`src/rtl/prime_sieve_table.sv`:
```
// rtl/prime_sieve_table.sv - sieve-of-Eratosthenes prime engine with ascending prime table; optional odd-only mode via SIEVE_SKIP_EVEN_EN
module prime_sieve_table #(
  parameter int N_MAX  = 511,
  parameter int DATA_W = 9,
  parameter int ADDR_W = 13,
  parameter int DEPTH  = 128
) (
  input  logic              clk,
  input  logic              rst_n,
  output logic [DATA_W-1:0] prime_number,
  output logic              loop,
  output logic              done,
  output logic [ADDR_W-1:0] prime_count,
  input  logic [ADDR_W-1:0] rd_addr,
  output logic [DATA_W-1:0] rd_data
);

  // One extra bit on cand/m so stepping past N_MAX never wraps back into range.
  localparam int W1   = DATA_W + 1;
  localparam int SQ_W = 2 * W1;
  localparam int TI   = (DEPTH > 1) ? $clog2(DEPTH) : 1;

  typedef enum logic [1:0] {S_SEARCH, S_EMIT, S_MARK, S_DONE} state_t;

  state_t            state_q, state_d;
  logic [W1-1:0]     cand_q, cand_d;
  logic [W1-1:0]     m_q, m_d;
  logic [DATA_W-1:0] pn_q, pn_d;
  logic [W1-1:0]     cand_step;
  logic [W1-1:0]     mark_step;
  logic [SQ_W-1:0]   cand_sq;
  logic [W1:0]       m_after;
  logic              emit_en;
  logic              mark_en;
  logic [N_MAX:0]    composite;
  logic [DATA_W-1:0] table_mem [DEPTH];

`ifdef SIEVE_SKIP_EVEN_EN
  // After 2 only odd candidates are visited, so odd primes only need their odd multiples marked.
  assign cand_step = (cand_q == W1'(2)) ? W1'(1) : W1'(2);
  assign mark_step = (cand_q == W1'(2)) ? cand_q : (cand_q << 1);
`else
  assign cand_step = W1'(1);
  assign mark_step = cand_q;
`endif

  assign cand_sq = SQ_W'(cand_q) * SQ_W'(cand_q);
  assign m_after = {1'b0, m_q} + {1'b0, mark_step};

  assign prime_number = pn_q;
  assign loop         = (state_q == S_SEARCH) || (state_q == S_DONE);
  assign done         = (state_q == S_DONE);

  // Next-state, next-candidate and strobe decode for the sieve walk.
  always_comb begin
    state_d = state_q;
    cand_d  = cand_q;
    m_d     = m_q;
    pn_d    = pn_q;
    emit_en = 1'b0;
    mark_en = 1'b0;
    case (state_q)
      S_SEARCH: begin
        if (cand_q > W1'(N_MAX)) begin
          state_d = S_DONE;
          pn_d    = '0;
        end else if (composite[cand_q[DATA_W-1:0]]) begin
          cand_d = cand_q + cand_step;
        end else begin
          state_d = S_EMIT;
          pn_d    = cand_q[DATA_W-1:0];
        end
      end
      S_EMIT: begin
        emit_en = 1'b1;
        if (cand_sq <= SQ_W'(N_MAX)) begin
          state_d = S_MARK;
          m_d     = cand_sq[W1-1:0];
        end else begin
          state_d = S_SEARCH;
          cand_d  = cand_q + cand_step;
        end
      end
      S_MARK: begin
        mark_en = 1'b1;
        m_d     = m_after[W1-1:0];
        if (m_after > (W1+1)'(N_MAX)) begin
          state_d = S_SEARCH;
          cand_d  = cand_q + cand_step;
        end
      end
      default: begin
        pn_d = '0;
      end
    endcase
  end

  // Sieve state registers, composite bitmap and prime counter.
  always_ff @(posedge clk or negedge rst_n) begin
    if (!rst_n) begin
      state_q     <= S_SEARCH;
      cand_q      <= W1'(2);
      m_q         <= '0;
      pn_q        <= DATA_W'(1);
      composite   <= '0;
      prime_count <= '0;
    end else begin
      state_q <= state_d;
      cand_q  <= cand_d;
      m_q     <= m_d;
      pn_q    <= pn_d;
      if (mark_en) begin
        composite[m_q[DATA_W-1:0]] <= 1'b1;
      end
      if (emit_en) begin
        prime_count <= prime_count + ADDR_W'(1);
      end
    end
  end

  // Table write; contents are not reset because prime_count alone decides validity.
  always_ff @(posedge clk) begin
    if (emit_en && (prime_count < ADDR_W'(DEPTH))) begin
      table_mem[prime_count[TI-1:0]] <= cand_q[DATA_W-1:0];
    end
  end

  // Registered read port; unwritten or out-of-range entries read as zero.
  always_ff @(posedge clk or negedge rst_n) begin
    if (!rst_n) begin
      rd_data <= '0;
    end else if ((rd_addr < prime_count) && (rd_addr < ADDR_W'(DEPTH))) begin
      rd_data <= table_mem[rd_addr[TI-1:0]];
    end else begin
      rd_data <= '0;
    end
  end

endmodule

```
`config.mk`:
```
export PLATFORM = sky130hd
export DESIGN_NAME = prime_sieve_table
export DESIGN_NICKNAME = d
export VERILOG_FILES = /design/src/rtl/prime_sieve_table.sv
export SDC_FILE = /design/constraint.sdc
export NUM_CORES = 2
export LEC_CHECK = 0
export CAP_MARGIN = 20
export CORE_UTILIZATION = 51
export CTS_BUF_LIST = sky130_fd_sc_hd__clkbuf_8
export DETAILED_ROUTE_END_ITERATION = 7
export GPL_TIMING_DRIVEN = 0
export PLACE_DENSITY = 0.76
export RECOVER_POWER = 100
export SKIP_CTS_REPAIR_TIMING = 1
export SYNTH_ARGS = -nofsm -noshare
export SYNTH_HDL_FRONTEND = slang
export SYNTH_SLANG_ARGS = --single-unit
```
`constraint.sdc`:
```
create_clock -name clk -period 13.1 [get_ports clk]
set_input_delay 2.62 -clock clk [delete_from_list [all_inputs] [get_ports clk]]
set_output_delay 2.62 -clock clk [all_outputs]
set_load 0.005 [all_outputs]
```
* Word-level counts from Yosys, hierarchy flattened
Memory sizes are Yosys's and may differ from the RTL's. Cells that the tools add are included.
Word-level totals: output and inout bits 33, register bits 565, bits of input ports 15, memories kept 1, RAM bits 1152
Cells by class: add/subtract/negate cells 3, multiplexer cells 24, reduce and logical (&&, ||, !) cells 12, magnitude comparators 9, multipliers 1, bitwise logic cells 2, equality and inequality tests 9
Memories:
- table_mem | words 128, width 9, read ports 1, clocked after Yosys merged registers in 0, wr ports 1, line 36 | logic [DATA_W-1:0] table_mem [DEPTH];
Operators by type and width (number):
- 512-bit bitwise OR | 1
- 10-bit two-way mux | 5
- 10-bit case mux with 3 select lines | 1
- 9-bit two-way mux | 3
- 13-bit by 8-bit < comparator with 1-bit output (second input constant) | 2
- 20-bit by 9-bit <= comparator with 1-bit output (second input constant) | 1
- 9-bit by 10-bit < comparator with 1-bit output (second input constant) | 2
- 10-bit by 10-bit multiplier with 20-bit output | 1
- 10-bit case mux with 2 select lines | 1
- 9-bit case mux with 2 select lines | 1
- 13-bit by 1-bit adder with 13-bit output (second input constant) | 1
- 13-bit < comparator | 1
- 10-bit by 10-bit adder with 11-bit output | 1
- 11-bit by 9-bit greater-than comparator with 1-bit output (second input constant) | 1
- 10-bit by 1-bit adder with 10-bit output (second input constant) | 1
- 10-bit by 9-bit greater-than comparator with 1-bit output (second input constant) | 1
- 1-bit binary-select mux with 9-bit select | 1
- 1-bit demux with 9-bit select | 1
- 9-bit by 1-bit >= comparator with 1-bit output (second input constant) | 1
- 2-bit two-way mux | 4
- 2-bit inequality test (second input constant) | 4
- 1-bit two-way mux | 6
- 2-bit case mux with 3 select lines | 1
- 5-bit AND reduction | 1
- 13 further kinds | 17

* Longest topological paths before layout
word-level depth 5, gate-level depth with buffers 28, depth with buffers taken out 23

* Worst setup path after synthesis
OpenSTA, ideal clock, no wires.
kind register to register, start register cand_q[3], end register m_q[0], library setup time 128 ps, path buffers 5, slack 4518 ps, arrival 8455 ps, period minus slack after synthesis 8582 ps, stages on the path, launching flop included 26, cell sequence dfrtp_1 > buf_2 > clkbuf_1 > buf_2 > clkbuf_1 > nand2_1 > inv_1 > fa_1 > fa_1 > fa_1 > fa_1 > inv_1 > fa_1 > inv_1 > ha_1 > clkbuf_1 > a21o_1 > a21o_1 > a31oi_1 > nor2_1 > o41a_1 > o21a_1 > o2111a_1 > and2_2 > a21oi_4 > mux2_1
On the way: longest elaborated chain between the ends 4
Ends and longest elaborated chain:
- from (decl) | line 26 | logic [W1-1:0] cand_q, cand_d;
- from (signal assigned) | line 109 | cand_q <= cand_d;
- 10-bit by 10-bit multiplier with 20-bit output | line 47 | assign cand_sq = SQ_W'(cand_q) * SQ_W'(cand_q);
- 20-bit by 9-bit <= comparator with 1-bit output | line 76 | if (cand_sq <= SQ_W'(N_MAX)) begin
- 2-bit inequality test (no line)
- 2-bit AND reduction (no line)
- to (signal assigned) | line 110 | m_q <= m_d;
- to (decl) | line 27 | logic [W1-1:0] m_q, m_d;
No other way between the ends. A chain may end at the register's enable or synchronous reset.

* Worst setup path after layout
start register cand_q[3], end register m_q[6]
On the way: longest elaborated chain between the ends 4
Ends and longest elaborated chain (line):
- 10-bit by 10-bit multiplier with 20-bit output | 47
- 20-bit by 9-bit <= comparator with 1-bit output | 76
- 2-bit inequality test (no line)
- 2-bit AND reduction (no line)
Several ways; a longest one is shown, not always the timed one. The select of a mux whose other input is x is not followed.

==> metrics.txt <==
post-DP HPWL 117.5 mm; failing checks capacitance limit, slew limit; Main synth FF type edfxtp_1; WP data arrival roughly 12 ns; final wirelength 179.6 mm; fin util 57.36%; post-synthesis cell area slightly above 0.07 mm2; Tot GR Track Use 25.66%; worst-margin pin slew 5.671 ns; Final Cell Area approximately 0.08 mm2; clock latency at the later pin of the worst-skew pair 1.02 ns; outcome finished with violations; clk sinks 1717; DIE AREA 0.1425 mm2; sequential share of the synthesized area 67.76%; Pwr per Cell Area 126.8 mW/mm2; Max VDD drop about 0.00013 V; P_sw 2.171 mW; Mapped Cells 3999; CP required 13.94 ns; Clk pwr share 41.7%; most common cell after layout, fill and taps aside edfxtp_1; Area growth syn-to-layout 11.42%; pre-CTS setup slack 3.538 ns; Routed Antenna Nets 0; drt initial violations 4906; Final nets ~4500; final setup TNS 0 ns; CP max-delay cell dfrtp_1; Final Hold Fails 0; area occupied by multi-input gates 0.02161 mm2; initial antenna violation count 2; most used cell, CP fa_1; Startpoint Class flop; die height 377.5 um; Yosys cell types approximately 80; Yosys warning total 0; synthesized net count 4139; synthesized area per cell 17.98 um2; fin crit period 10.86 ns; Final GP Congestion about 0.92; cell leakage power 28.89 nW; CTS Buf Count 283; fraction of layout cells with a size suffix above 1 between 10% and 20%; Slew headroom -278.1%; Final WS setup approximately 2.2 ns; clk root buf clkbuf_8; Reg area 0.04874 mm2; setup violators final 0; Fmax 0.09212 GHz; Via Count 39960; Setup Skew 0.09276 ns; post-synthesis async set-or-reset flop share 32.91%; Hold Path Class flop to flop; max-slew violations 1030; Reg power frac between 50% and 60%; Clk pin slew, worst setup/hold paths about 0.060 ns; IO Port Bufs 46; Tcrit/Tclk final 82.87%; largest net degree at the start of global routing roughly 130; # IOs 48; DP Area 0.07528 mm2; Overflow after GRT 0; Initial Util roughly half; vias per cell 6.218; core area approximately 0.14 mm2; worst-path maximum fanout 73; internal power 7.986 mW; Die W 377.5 um; DRT Pass-1 Iters 5; Clock Tree Buf Depth 4; number of synthesized register bits 1717; CTS tree built; drt wl/cell 27.94 um; RSZ-0062 raised after global routing false; CP Class flop to flop; switch share 21.38%; first-pass GRT wire length 266.4 mm; number of max-cap violations 15; EDFF count, synth 1152; Max H-tree Level 5; Logic pwr share 1.8%; # fillers 10170; row count 137; most frequent cells in the layout edfxtp_1 (1152), dfrtp_1 (562), mux4_2 (483); vias in the first global route just over 40000; CP max stage delay 2.28 ns; # DRC 0; Critical Path End Type flop
-- per-stage QoR --
stage / total power, mW / hold slack, ns / cells
floorplan: 5.944 / 0.4196 / 3999
global placement: 6.027 / 0.4282 / 5921
detailed placement: 6.032 / 0.4369 / 5943
CTS: 10.20 / 0.4492 / 6413
global route: 10.44 / 0.4587 / 6426
finish: 10.16 / 0.4485 / 6427
-- layout make-up --
class	instances	share of cell area (%)
Timing Repair Buffer	80	1.141
Inverter	100	0.4684
Antenna cell	2	0.006246
Tap cell	1876	2.929
Clock inverter	159	0.8635
Multi-Input combinational cell	1921	26.97
Buffer	261	1.458
Clock buffer	311	5.342
Sequential cell	1717	60.82
-- registers in the layout (all words and copies together) (netlist names) --
signal / count
prime_number: 9
m_q: 10
cand_q: 10
state_q: 2
prime_count: 13
table_mem: 1152
composite: 512
rd_data: 9
-- synthesized netlist by cell type (16+ instances only) --
cell      count  area share [%]
a21o_1      339             3.5
a21oi_1      51            0.35
a22oi_1      28            0.29
and2_1       26            0.23
buf_1        32            0.17
buf_2        20            0.14
clkbuf_1    190            0.99
dfrtp_1     563              20
edfxtp_1   1152              48
fa_1         47             1.3
ha_1         78             1.4
inv_1        99            0.52
mux2i_1      86             1.2
mux4_2      483              15
nand2_1     107            0.56
nand3_1      23            0.16
nor2_1      208             1.1
nor2b_1      22            0.19
nor3_1       16            0.11
o21ai_0      20            0.14
o21bai_1    197             2.1
xnor2_1      28            0.34
-- critical path: cells and delay by family, from the launching register on --
family | cells | cell delay, ns
flops | 1 | 2.28
compound gates | 6 | 1.58
fa+ha+maj | 6 | 2.66
simple gates | 4 | 1.05
buf+inv | 8 | 2.74
mux | 1 | 0.37
-- worst paths after layout --
path	start	cells past startpoint	slack (ns)	to
min in group asynchronous	rst_n	1	3.69	composite[361]
max in group asynchronous	rst_n	1	6.22	composite[437]
hold reg to reg	composite[362]	1	0.45	composite[362]
hold / removal	composite[362]	1	0.45	composite[362]
setup reg to reg	cand_q[3]	25	2.24	m_q[6]
setup / recovery	cand_q[3]	25	2.24	m_q[6]
-- layer usage --
metal	wire, um	GRT usage, %	part of all wire (%)
met4	8617	12.35	4.8
met5	13	0	0.0072
met3	16410	5.978	9.1
met2	84710	39.56	47
met1	69800	34.67	39
-- power groups by stage --
| stage | Clock [mW] | Sequential (mW) | Combinational, mW |
|---|---|---|---|
| after floorplan | 0 | 5.85 | 0.0963 |
| after global placement | 0 | 5.85 | 0.175 |
| after detailed placement | 0 | 5.85 | 0.185 |
| after CTS | 4.27 | 5.74 | 0.186 |
| after global routing | 4.51 | 5.73 | 0.199 |
| final | 4.23 | 5.74 | 0.185 |
-- cells by family after synthesis --
family | after synthesis | synth area share [%]
compound gates | 695 | 7.133
xor+xnor | 41 | 0.4993
fa+ha+maj | 125 | 2.665
buf+inv | 361 | 2.159
flops | 1717 | 67.76
mux | 589 | 16.78
simple gates | 471 | 2.999
(Power assumes the default switching activity.)
